<file path="config.mk">
export PLATFORM = sky130hd
export DESIGN_NAME = uart_tx_mmio_flat
export DESIGN_NICKNAME = d
export VERILOG_FILES = /design/src/rtl/uart_tx_mmio_if.sv /design/src/rtl/uart_tx_mmio.sv /design/src/flat_wrapper.sv
export SDC_FILE = /design/constraint.sdc
export NUM_CORES = 1
export LEC_CHECK = 0
export BUFFER_PORTS_ARGS = -buffer_cell sky130_fd_sc_hd__buf_2
export CORE_UTILIZATION = 30
export DETAILED_ROUTE_END_ITERATION = 8
export GPL_TIMING_DRIVEN = 0
export HOLD_SLACK_MARGIN = 0.15
export PLACE_DENSITY_LB_ADDON = 0.12
export SETUP_SLACK_MARGIN = 0.3
export SYNTH_ARGS = -nofsm -noshare
export SYNTH_HDL_FRONTEND = slang
export SYNTH_SLANG_ARGS = --single-unit
</file>
<file path="constraint.sdc">
create_clock -name sysclk -period 7.6 [get_ports sysclk]
set_clock_uncertainty 0.1 [all_clocks]
set_input_delay 0 -clock sysclk [delete_from_list [all_inputs] [get_ports sysclk]]
set_output_delay 0 -clock sysclk [all_outputs]
set_load 0.02 [all_outputs]
</file>
<file path="src/rtl/uart_tx_mmio_if.sv">
// ---------------------------------------------------------------------------
// uart_tx_mmio_if
// Data-memory bus between the CPU load/store port and the UART transmitter.
//   we    : store strobe, one cycle per access
//   re    : load strobe, one cycle per access
//   addr  : word offset (0 = TXDATA, 1 = STATUS, 2..3 reserved)
//   wdata : store data
//   rdata : load data, registered in the slave
// ---------------------------------------------------------------------------
interface uart_tx_mmio_if;
  logic        we;
  logic        re;
  logic [1:0]  addr;
  logic [31:0] wdata;
  logic [31:0] rdata;

  modport master (output we, output re, output addr, output wdata, input rdata);
  modport slave  (input we, input re, input addr, input wdata, output rdata);
endinterface

</file>
<file path="src/rtl/uart_tx_mmio.sv">
// ---------------------------------------------------------------------------
// uart_tx_mmio
// Memory-mapped UART transmitter. CPU stores to TXDATA are queued in a byte
// FIFO and serialised on txd as 8N1 frames (8E1 when UART_TX_PARITY_EN is
// defined). STATUS can be polled; irq is high when nothing is left to send.
//
// Optional feature macro: UART_TX_PARITY_EN (even parity bit after data bit 7,
// STATUS bit4 reads 1).
//
// Parameters:
//   DIVISOR    : clock cycles per bit, 2..65535
//   FIFO_DEPTH : FIFO entries, power of two, 2..64
// Ports:
//   sysclk : system clock, rising edge
//   nrst   : asynchronous active-low reset
//   bus    : slave side of the data-memory bus (we/re/addr/wdata/rdata)
//   txd    : serial output, idle high, registered
//   irq    : level interrupt, FIFO empty and transmitter idle, registered
// ---------------------------------------------------------------------------
module uart_tx_mmio #(
  parameter int DIVISOR    = 868,
  parameter int FIFO_DEPTH = 8
) (
  input  logic          sysclk,
  input  logic          nrst,
  uart_tx_mmio_if.slave bus,
  output logic          txd,
  output logic          irq
);

  localparam int              AW       = $clog2(FIFO_DEPTH);
  localparam int              CW       = AW + 1;
  localparam logic [15:0]     DIV_M1   = 16'(DIVISOR - 1);
  localparam logic [AW-1:0]   PTR_ONE  = AW'(1'b1);
  localparam logic [CW-1:0]   CNT_ONE  = CW'(1'b1);
  localparam logic [CW-1:0]   CNT_ZERO = CW'(1'b0);
  localparam logic [CW-1:0]   CNT_FULL = CW'(FIFO_DEPTH);

`ifdef UART_TX_PARITY_EN
  localparam logic PAR_EN = 1'b1;
`else
  localparam logic PAR_EN = 1'b0;
`endif

  typedef enum logic [2:0] {
    S_IDLE   = 3'd0,
    S_START  = 3'd1,
    S_DATA   = 3'd2,
`ifdef UART_TX_PARITY_EN
    S_PARITY = 3'd3,
`endif
    S_STOP   = 3'd4
  } state_e;

`ifdef UART_TX_PARITY_EN
  // Even parity: the bit that makes the total number of ones even.
  function automatic logic even_parity(input logic [7:0] d);
    return ^d;
  endfunction
`endif

  // STATUS layout; the FIFO count field saturates at 15 for deep FIFOs.
  function automatic logic [31:0] status_word(
    input logic       full,
    input logic       empty,
    input logic       busy,
    input logic       ovf,
    input logic       par,
    input logic [7:0] cnt
  );
    logic [3:0] sat;
    if (cnt > 8'd15) begin
      sat = 4'hF;
    end else begin
      sat = cnt[3:0];
    end
    return {20'h00000, sat, 3'b000, par, ovf, busy, empty, full};
  endfunction

  state_e          state_q, state_d;
  logic [15:0]     cnt_q, cnt_d;
  logic [2:0]      idx_q, idx_d;
  logic [7:0]      shift_q, shift_d;
  logic            txd_q, txd_d;
  logic            irq_q, irq_d;
  logic [31:0]     rdata_q, rdata_d;
  logic            ovf_q, ovf_d;
  logic [AW-1:0]   wr_ptr_q, wr_ptr_d;
  logic [AW-1:0]   rd_ptr_q, rd_ptr_d;
  logic [CW-1:0]   count_q, count_d;
  logic [7:0]      mem_q [FIFO_DEPTH];

  logic            empty_s;
  logic            full_s;
  logic            pop_s;
  logic            push_req_s;
  logic            push_s;
  logic            bit_end_s;
  logic            unused_wdata_s;

  assign empty_s        = (count_q == CNT_ZERO);
  assign full_s         = (count_q == CNT_FULL);
  assign unused_wdata_s = ^bus.wdata[31:8];

  // Transmit FSM: next state, baud counter, bit index, shift register, txd.
  always_comb begin
    state_d   = state_q;
    idx_d     = idx_q;
    shift_d   = shift_q;
    pop_s     = 1'b0;
    bit_end_s = (cnt_q == 16'd0);
    if (bit_end_s) begin
      cnt_d = cnt_q;
    end else begin
      cnt_d = cnt_q - 16'd1;
    end

    case (state_q)
      S_IDLE: begin
        if (!empty_s) begin
          pop_s   = 1'b1;
          shift_d = mem_q[rd_ptr_q];
          state_d = S_START;
          cnt_d   = DIV_M1;
        end else begin
          state_d = S_IDLE;
        end
      end
      S_START: begin
        if (bit_end_s) begin
          state_d = S_DATA;
          idx_d   = 3'd0;
          cnt_d   = DIV_M1;
        end else begin
          state_d = S_START;
        end
      end
      S_DATA: begin
        if (bit_end_s) begin
          cnt_d = DIV_M1;
          if (idx_q == 3'd7) begin
`ifdef UART_TX_PARITY_EN
            state_d = S_PARITY;
`else
            state_d = S_STOP;
`endif
          end else begin
            idx_d = idx_q + 3'd1;
          end
        end else begin
          state_d = S_DATA;
        end
      end
`ifdef UART_TX_PARITY_EN
      S_PARITY: begin
        if (bit_end_s) begin
          state_d = S_STOP;
          cnt_d   = DIV_M1;
        end else begin
          state_d = S_PARITY;
        end
      end
`endif
      S_STOP: begin
        // Popping on the last stop cycle gives back-to-back frames with no gap.
        if (bit_end_s) begin
          cnt_d = DIV_M1;
          if (!empty_s) begin
            pop_s   = 1'b1;
            shift_d = mem_q[rd_ptr_q];
            state_d = S_START;
          end else begin
            state_d = S_IDLE;
          end
        end else begin
          state_d = S_STOP;
        end
      end
      default: begin
        state_d = S_IDLE;
        cnt_d   = 16'd0;
      end
    endcase

    // txd is derived from the next state so the pin changes on the entry edge.
    case (state_d)
      S_IDLE:   txd_d = 1'b1;
      S_START:  txd_d = 1'b0;
      S_DATA:   txd_d = shift_d[idx_d];
`ifdef UART_TX_PARITY_EN
      S_PARITY: txd_d = even_parity(shift_d);
`endif
      S_STOP:   txd_d = 1'b1;
      default:  txd_d = 1'b1;
    endcase
  end

  // FIFO pointers/count, overflow flag, load data and interrupt next-state.
  always_comb begin
    push_req_s = bus.we & (bus.addr == 2'd0);
    // A full FIFO still accepts the store when the transmitter pops this cycle.
    push_s     = push_req_s & (~full_s | pop_s);

    if (push_s) begin
      wr_ptr_d = wr_ptr_q + PTR_ONE;
    end else begin
      wr_ptr_d = wr_ptr_q;
    end
    if (pop_s) begin
      rd_ptr_d = rd_ptr_q + PTR_ONE;
    end else begin
      rd_ptr_d = rd_ptr_q;
    end

    case ({push_s, pop_s})
      2'b10:   count_d = count_q + CNT_ONE;
      2'b01:   count_d = count_q - CNT_ONE;
      default: count_d = count_q;
    endcase

    if (push_req_s && !push_s) begin
      ovf_d = 1'b1;
    end else if (bus.we && (bus.addr == 2'd1) && bus.wdata[3]) begin
      ovf_d = 1'b0;
    end else begin
      ovf_d = ovf_q;
    end

    // Loads see pre-store state because the status word uses _q values only.
    if (bus.re) begin
      if (bus.addr == 2'd1) begin
        rdata_d = status_word(full_s, empty_s, (state_q != S_IDLE), ovf_q,
                              PAR_EN, 8'(count_q));
      end else begin
        rdata_d = 32'h0000_0000;
      end
    end else begin
      rdata_d = rdata_q;
    end

    irq_d = (count_d == CNT_ZERO) & (state_d == S_IDLE);
  end

  // State and control registers with asynchronous reset.
  always_ff @(posedge sysclk or negedge nrst) begin
    if (!nrst) begin
      state_q  <= S_IDLE;
      cnt_q    <= 16'd0;
      idx_q    <= 3'd0;
      shift_q  <= 8'h00;
      txd_q    <= 1'b1;
      irq_q    <= 1'b1;
      rdata_q  <= 32'h0000_0000;
      ovf_q    <= 1'b0;
      wr_ptr_q <= '0;
      rd_ptr_q <= '0;
      count_q  <= '0;
    end else begin
      state_q  <= state_d;
      cnt_q    <= cnt_d;
      idx_q    <= idx_d;
      shift_q  <= shift_d;
      txd_q    <= txd_d;
      irq_q    <= irq_d;
      rdata_q  <= rdata_d;
      ovf_q    <= ovf_d;
      wr_ptr_q <= wr_ptr_d;
      rd_ptr_q <= rd_ptr_d;
      count_q  <= count_d;
    end
  end

  // FIFO storage; contents are only meaningful between the pointers.
  always_ff @(posedge sysclk) begin
    if (push_s) begin
      mem_q[wr_ptr_q] <= bus.wdata[7:0];
    end
  end

  assign txd       = txd_q;
  assign irq       = irq_q;
  assign bus.rdata = rdata_q;

endmodule

</file>
<file path="src/flat_wrapper.sv">
// flat-port wrapper written by rule: the top's interface ports become plain ports
module uart_tx_mmio_flat 
#(
  parameter int DIVISOR    = 868,
  parameter int FIFO_DEPTH = 8
)
  (sysclk, nrst, txd, irq, bus_we, bus_re, bus_addr, bus_wdata, bus_rdata);
  uart_tx_mmio_if bus_i ();
  input  logic sysclk;
  input  logic nrst;
  output logic txd;
  output logic irq;
  input wire logic [$bits(bus_i.we)-1:0] bus_we;
  input wire logic [$bits(bus_i.re)-1:0] bus_re;
  input wire logic [$bits(bus_i.addr)-1:0] bus_addr;
  input wire logic [$bits(bus_i.wdata)-1:0] bus_wdata;
  output wire logic [$bits(bus_i.rdata)-1:0] bus_rdata;
  assign bus_i.we = bus_we;
  assign bus_i.re = bus_re;
  assign bus_i.addr = bus_addr;
  assign bus_i.wdata = bus_wdata;
  assign bus_rdata = bus_i.rdata;
  uart_tx_mmio #(.DIVISOR(DIVISOR), .FIFO_DEPTH(FIFO_DEPTH)) u_core (.sysclk(sysclk), .nrst(nrst), .bus(bus_i), .txd(txd), .irq(irq));
endmodule
</file>
; Yosys cells after proc, flatten, opt, wreduce, memory -nomap -nowiden
; Memories as Yosys holds them, arrays and structs flattened.
; Index checks and enable logic that the tools add are counted.
[word_totals]
register_bits = 75
ramBits = 64
output_inout_bits = 34
mem_count = 1
[classes]
add_sub_neg = 6
n_lt_le_gt_ge = 1
n_eq_ne = 10
n_mux = 29
n_bitwise = 5
reduce_logical = 13
[mem_list]
columns = name, depth, width, read_ports, rd_ports_with_merged_regs, wr, line_no
row1 = u_core.mem_q, 8, 8, 1, 0, 1, uart_tx_mmio.sv:91  ; logic [7:0] mem_q [FIFO_DEPTH];
[op_table]
columns = operator, n
row1 = two-way mux 16 bit, 3
row2 = one-hot mux 16 bit (2 select lines), 1
row3 = two-way mux 3 bit, 6
row4 = logical NOT 16 bit, 1
row5 = two-way mux 8 bit, 2
row6 = one-hot mux 8 bit (2 select lines), 1
row7 = subtractor 16 x 1 -> 16 bit (second input constant), 1
row8 = two-way mux 12 bit, 1
row9 = one-hot mux 3 bit (4 select lines), 1
row10 = adder 3 x 1 -> 3 bit (second input constant), 3
row11 = logical NOT 4 bit, 2
row12 = two-way mux 1 bit, 8
row13 = one-hot mux 4 bit (2 select lines), 1
row14 = equality test 3 x 1 -> 1 bit (second input constant), 2
row15 = equality test 3 x 2 -> 1 bit (second input constant), 2
row16 = equality test 3 bit (second input constant), 2
row17 = logical NOT 3 bit, 2
row18 = one-hot mux 3 bit (2 select lines), 1
row19 = adder 4 x 1 -> 4 bit (second input constant), 1
row20 = equality test 2 x 1 -> 1 bit (second input constant), 2
row21 = equality test 4 bit (second input constant), 1
row22 = < comparator 3 x 4 -> 1 bit (second input constant), 1
row23 = one-hot mux 1 bit (2 select lines), 2
row24 = subtractor 4 x 1 -> 4 bit (second input constant), 1
row25 = other kinds (12), 16

; Longest topological paths before layout
[logic_depth]
depth_word = 10
mapped_depth = 16

; Worst setup path before layout
; Ideal clock, no wire load.
[synth_timing]
path_kind = flip-flop to flip-flop
startpoint = register u_core.cnt_q[0]
endpoint = register u_core.irq_q (netlist: u_core.irq)
setup_ns = 0.090
t_arrival_ns = 3.007
required_time_ns = 7.410
path_slack_ns = 4.403
path_stages_with_launch = 16
cell_sequence = dfrtp_1 -> inv_1 -> ha_1 -> nor4b_2 -> a41oi_4 -> nor4_4 -> buf_6 -> nand2_4 -> inv_1 -> ha_1 -> a21o_1 -> a21o_1 -> nand2b_1 -> o211ai_1 -> nand3_1 -> nor4_2
[synth_between]
elab_chain_len = 9
[synth_lines]
columns = item, line_no
row1 = "start, declared", uart_tx_mmio.sv:81  ; logic [15:0] cnt_q, cnt_d;
row2 = "start signal, assigned", uart_tx_mmio.sv:260  ; cnt_q <= cnt_d;
row3 = logical NOT 16 bit (*), uart_tx_mmio.sv:111  ; bit_end_s = (cnt_q == 16'd0);
row4 = two-way mux 1 bit (*), uart_tx_mmio.sv:166  ; if (bit_end_s) begin
row5 = one-hot mux 1 bit (2 select lines) (*), uart_tx_mmio.sv:118  ; case (state_q)
row6 = bitwise OR 1 bit, uart_tx_mmio.sv:202  ; push_s = push_req_s & (~full_s | pop_s);
row7 = bitwise AND 1 bit, uart_tx_mmio.sv:202
row8 = equality test 2 x 1 -> 1 bit or equality test 2 bit (tied branches), uart_tx_mmio.sv:215  ; case ({push_s, pop_s})
row9 = one-hot mux 4 bit (2 select lines) (*), uart_tx_mmio.sv:215
row10 = net u_core.count_d[3], uart_tx_mmio.sv:90  ; logic [CW-1:0] count_q, count_d;
row11 = logical NOT 4 bit (*), uart_tx_mmio.sv:241  ; irq_d = (count_d == CNT_ZERO) & (state_d == S_IDLE);
row12 = bitwise AND 1 bit (*), uart_tx_mmio.sv:241
row13 = net u_core.irq_d, uart_tx_mmio.sv:85  ; logic irq_q, irq_d;
row14 = "end signal, assigned", uart_tx_mmio.sv:264  ; irq_q <= irq_d;
row15 = "end, declared", uart_tx_mmio.sv:85
; Mark *: on every way through the listed nets, which the timed path passes. The rest lies on a longest branch.
; A chain may end at the register's enable or synchronous reset.

; Worst setup path after layout
; Same ends and word-level chain as after synthesis.

==> flow_summary.ini <==
[run_status]
status = finished, final reports clean

[worst_setup_path]
cp_max_fo = 10
cp.arrival_ps = 3930
crit_path_start_kind = register
end_kind = register
crit_chain = inv_1, ha_1, nor4b_2, a41oi_4, nor4_4, buf_6, nand2_4, inv_1, ha_1, a21o_1, a21o_1, o311ai_0, o31ai_1, nand2b_1, nand3_1, nor4_2
cpPeakStageDelay_ps = 430
cp.required_ps = 7810
cpMaxStageDelayCell = nor4_4
crit_type = reg2reg

[synth]
ys_warn_count = 0
synthFlopType = edfxtp_1
synthTopCellsByArea = edfxtp_1, dfrtp_1, mux4_2, buf_4, mux2_2
synth-seq-area-share_pct = 59.7
yosysUniqueCellTypes = 55
synth_top_area_share_pct = 35.8
synth_area_sq_um = 5370
synth-seq-cells = 115
synth_edf_count = 64
yosysTopAreaCell = edfxtp_1
postSynthCellCount = 397
avgSynthCellArea_sq_um = 13.5
synth-async-reset-ratio_pct = 44.3

[routing]
vias_per_cell = 4.58
drt_iter0_drc = 134
routed-via-count = 3281
wirelength_mm = 10.7
drt-wirelength-per-cell_microns = 14.9
firstDrtPassIters = 4
drtAntennaViolNets = 0
drcViolationCount = 0

[floorplanning]
dieArea_sq_um = 18400
start_util_pct = 30.9
die_x_microns = 136
ios = 72
rows = 48
core_sq_um = 17400
die_height_microns = 136

[flow_run]
cap_violations = 0

[pwr]
power_mw = 1.99
ir_worst_vdd_mv = 0.160
power_density_nw_per_um2 = 301
leakage_nw = 2.55

[grt]
grt_overflow = 0
antenna_found_initial = 0
grt_pass1_vias = 3256
grt_max_degree = 52
grt_pass1_wl_mm = 17.4
grt_usage_pct = 13.0

[clock_tree]
clk_path_buf_depth = 2
cts_buffers = 17
cts.sinks = 115
cts_root_buf = clkbuf_16
clk_latency_ps = 410
post_cts_resized = 0
clk_pin_slew_worst_paths_ps = 60
tritoncts = yes
htreeDepth = 4

[timing]
fin_crit_sh_pct = 49.0
timing.fmax_mhz = 269
worstMarginPinSlew_ps = 1040
fin_setup_tns_ps = 0
hold_viol_final = 0
drv_slew = 0
max_slew_margin_pct = 30.9
period_needed_ps = 3720
setup_slack_ps = 3880
setup_violations = 0
rsz0062_at_grt = no

[finish]
final.fill_count = 1654
drive_gt1_share_pct = 26.1
final_common_cell = edfxtp_1
postLayoutCellArea_sq_um = 6620
diodes = 0
area_growth_pct = 23.3
final_cell_mix = edfxtp_1, dfrtp_1, nor2_1
num-nets-final = 525

[placed_design]
hpwl_mm = 7.26
portBuffers = 23
post-place-ws_ps = 3830
gp_congestion = 0.729
dpl-instance-area_sq_um = 5860

[min_path]
hold_class = in2async
[worst max-delay path: cells and delay by family (launching register included)]
| kind | cells | cell delay, ps |
|---|---|---|
| adder cells (fa/ha/maj) | 2 | 380 |
| buffers and inverters | 3 | 400 |
| flip-flops | 1 | 400 |
| AO/OA/AOI/OAI | 5 | 890 |
| AND/OR/NAND/NOR | 6 | 1450 |
[stage by stage]
stage | hold slack [ps] | instances | utilization [%]
2_1_floorplan | -396 | 420 | -
6_report | 94.5 | 716 | 38.1
5_1_grt | 178 | 716 | 38.1
3_5_place_dp | 125 | 668 | 33.8
3_3_place_gp | 122 | 668 | 33.7
4_1_cts | 270 | 715 | 38.0
[report_power, final]
group	internal [mW]	switching, mW	leakage, nW	total (mW)
combinational	0.190	0.209	1.07	0.399
clock	0.484	0.295	0.274	0.778
sequential	0.738	0.0745	1.20	0.813
total	1.41	0.578	2.55	1.99
[synth_stat cells (3+ instances only)]
| cell | number |
|---|---|
| xnor2_1 | 13 |
| nor2b_1 | 4 |
| xor2_1 | 4 |
| a21oi_1 | 8 |
| dfrtp_1 | 49 |
| clkbuf_1 | 8 |
| a21o_1 | 5 |
| nor2_1 | 27 |
| mux2i_1 | 4 |
| nor4_1 | 3 |
| nand2_1 | 20 |
| nand2b_1 | 9 |
| mux4_2 | 16 |
| mux2_2 | 15 |
| nand3_1 | 14 |
| nor3_1 | 10 |
| o31ai_1 | 4 |
| edfxtp_1 | 64 |
| mux2_1 | 3 |
| inv_1 | 20 |
| nor4_4 | 3 |
| buf_4 | 25 |
| o211ai_1 | 3 |
| ha_1 | 8 |
| nand4_1 | 5 |
| o21ai_0 | 16 |
[state kept, by name, indices dropped and copies added, names as in the netlist]
signal / count
u_core.irq: 1
u_core.shift_q: 8
u_core.rd_ptr_q: 3
u_core.count_q: 4
u_core.wr_ptr_q: 3
u_core.txd: 1
u_core.mem_q: 64
u_core.idx_q: 3
u_core.bus.rdata: 8
u_core.state_q: 3
u_core.ovf_q: 1
u_core.cnt_q: 16
[area by class of cell]
class                      count  area, sq um  area share [%]
sequential                   115         3200            48.4
multi-input combinational    247         1940            29.3
clock buffer                  17          425            6.43
timing repair buffer          39          293            4.42
tap                          225          282            4.25
buffer                        38          246            3.72
clock inverter                15          156            2.36
inverter                      20         75.1            1.13
[path summary, 6_finish.rpt]
path	startpoint	end	slack [ps]	depth (start not counted)
setup / recovery	u_core.cnt_q[0]	u_core.irq	3880	16
hold / removal	nrst	u_core.cnt_q[15]	90	2
setup reg to reg	u_core.cnt_q[0]	u_core.irq	3880	16
hold reg to reg	u_core.shift_q[0]	u_core.shift_q[0]	380	1
max in group asynchronous	nrst	u_core.irq	6650	3
min in group sysclk	bus_wdata[0]	u_core.mem_q[4][0]	290	2
[metal layers]
metal | routed length (microns) | vias up | track usage [%]
li1 | - | 1587 | -
met1 | 5060 | 1627 | 17.1
met2 | 5070 | 54 | 19.9
met3 | 362 | 13 | 3.74
met4 | 177 | 0 | 5.43
met5 | 0 | - | 0
[logic make-up (layout without fill, tap and decap cells)]
family,after synthesis,in the layout,synth area share (%)
AO/OA/AOI/OAI,54,54,7.04
XOR/XNOR,17,17,2.78
adder cells (fa/ha/maj),9,9,2.24
buffers and inverters,58,129,5.99
flip-flops,115,115,59.7
multiplexers,38,38,11.2
other,1,24,0.0699
AND/OR/NAND/NOR,105,105,11.0
[what timing repair did]
item | in CTS | in global routing
hold buffers | 15 | 0
setup buffers | 0 | 0
endpoints found under the hold margin | 129 | 0
(Power assumes the default switching activity.)
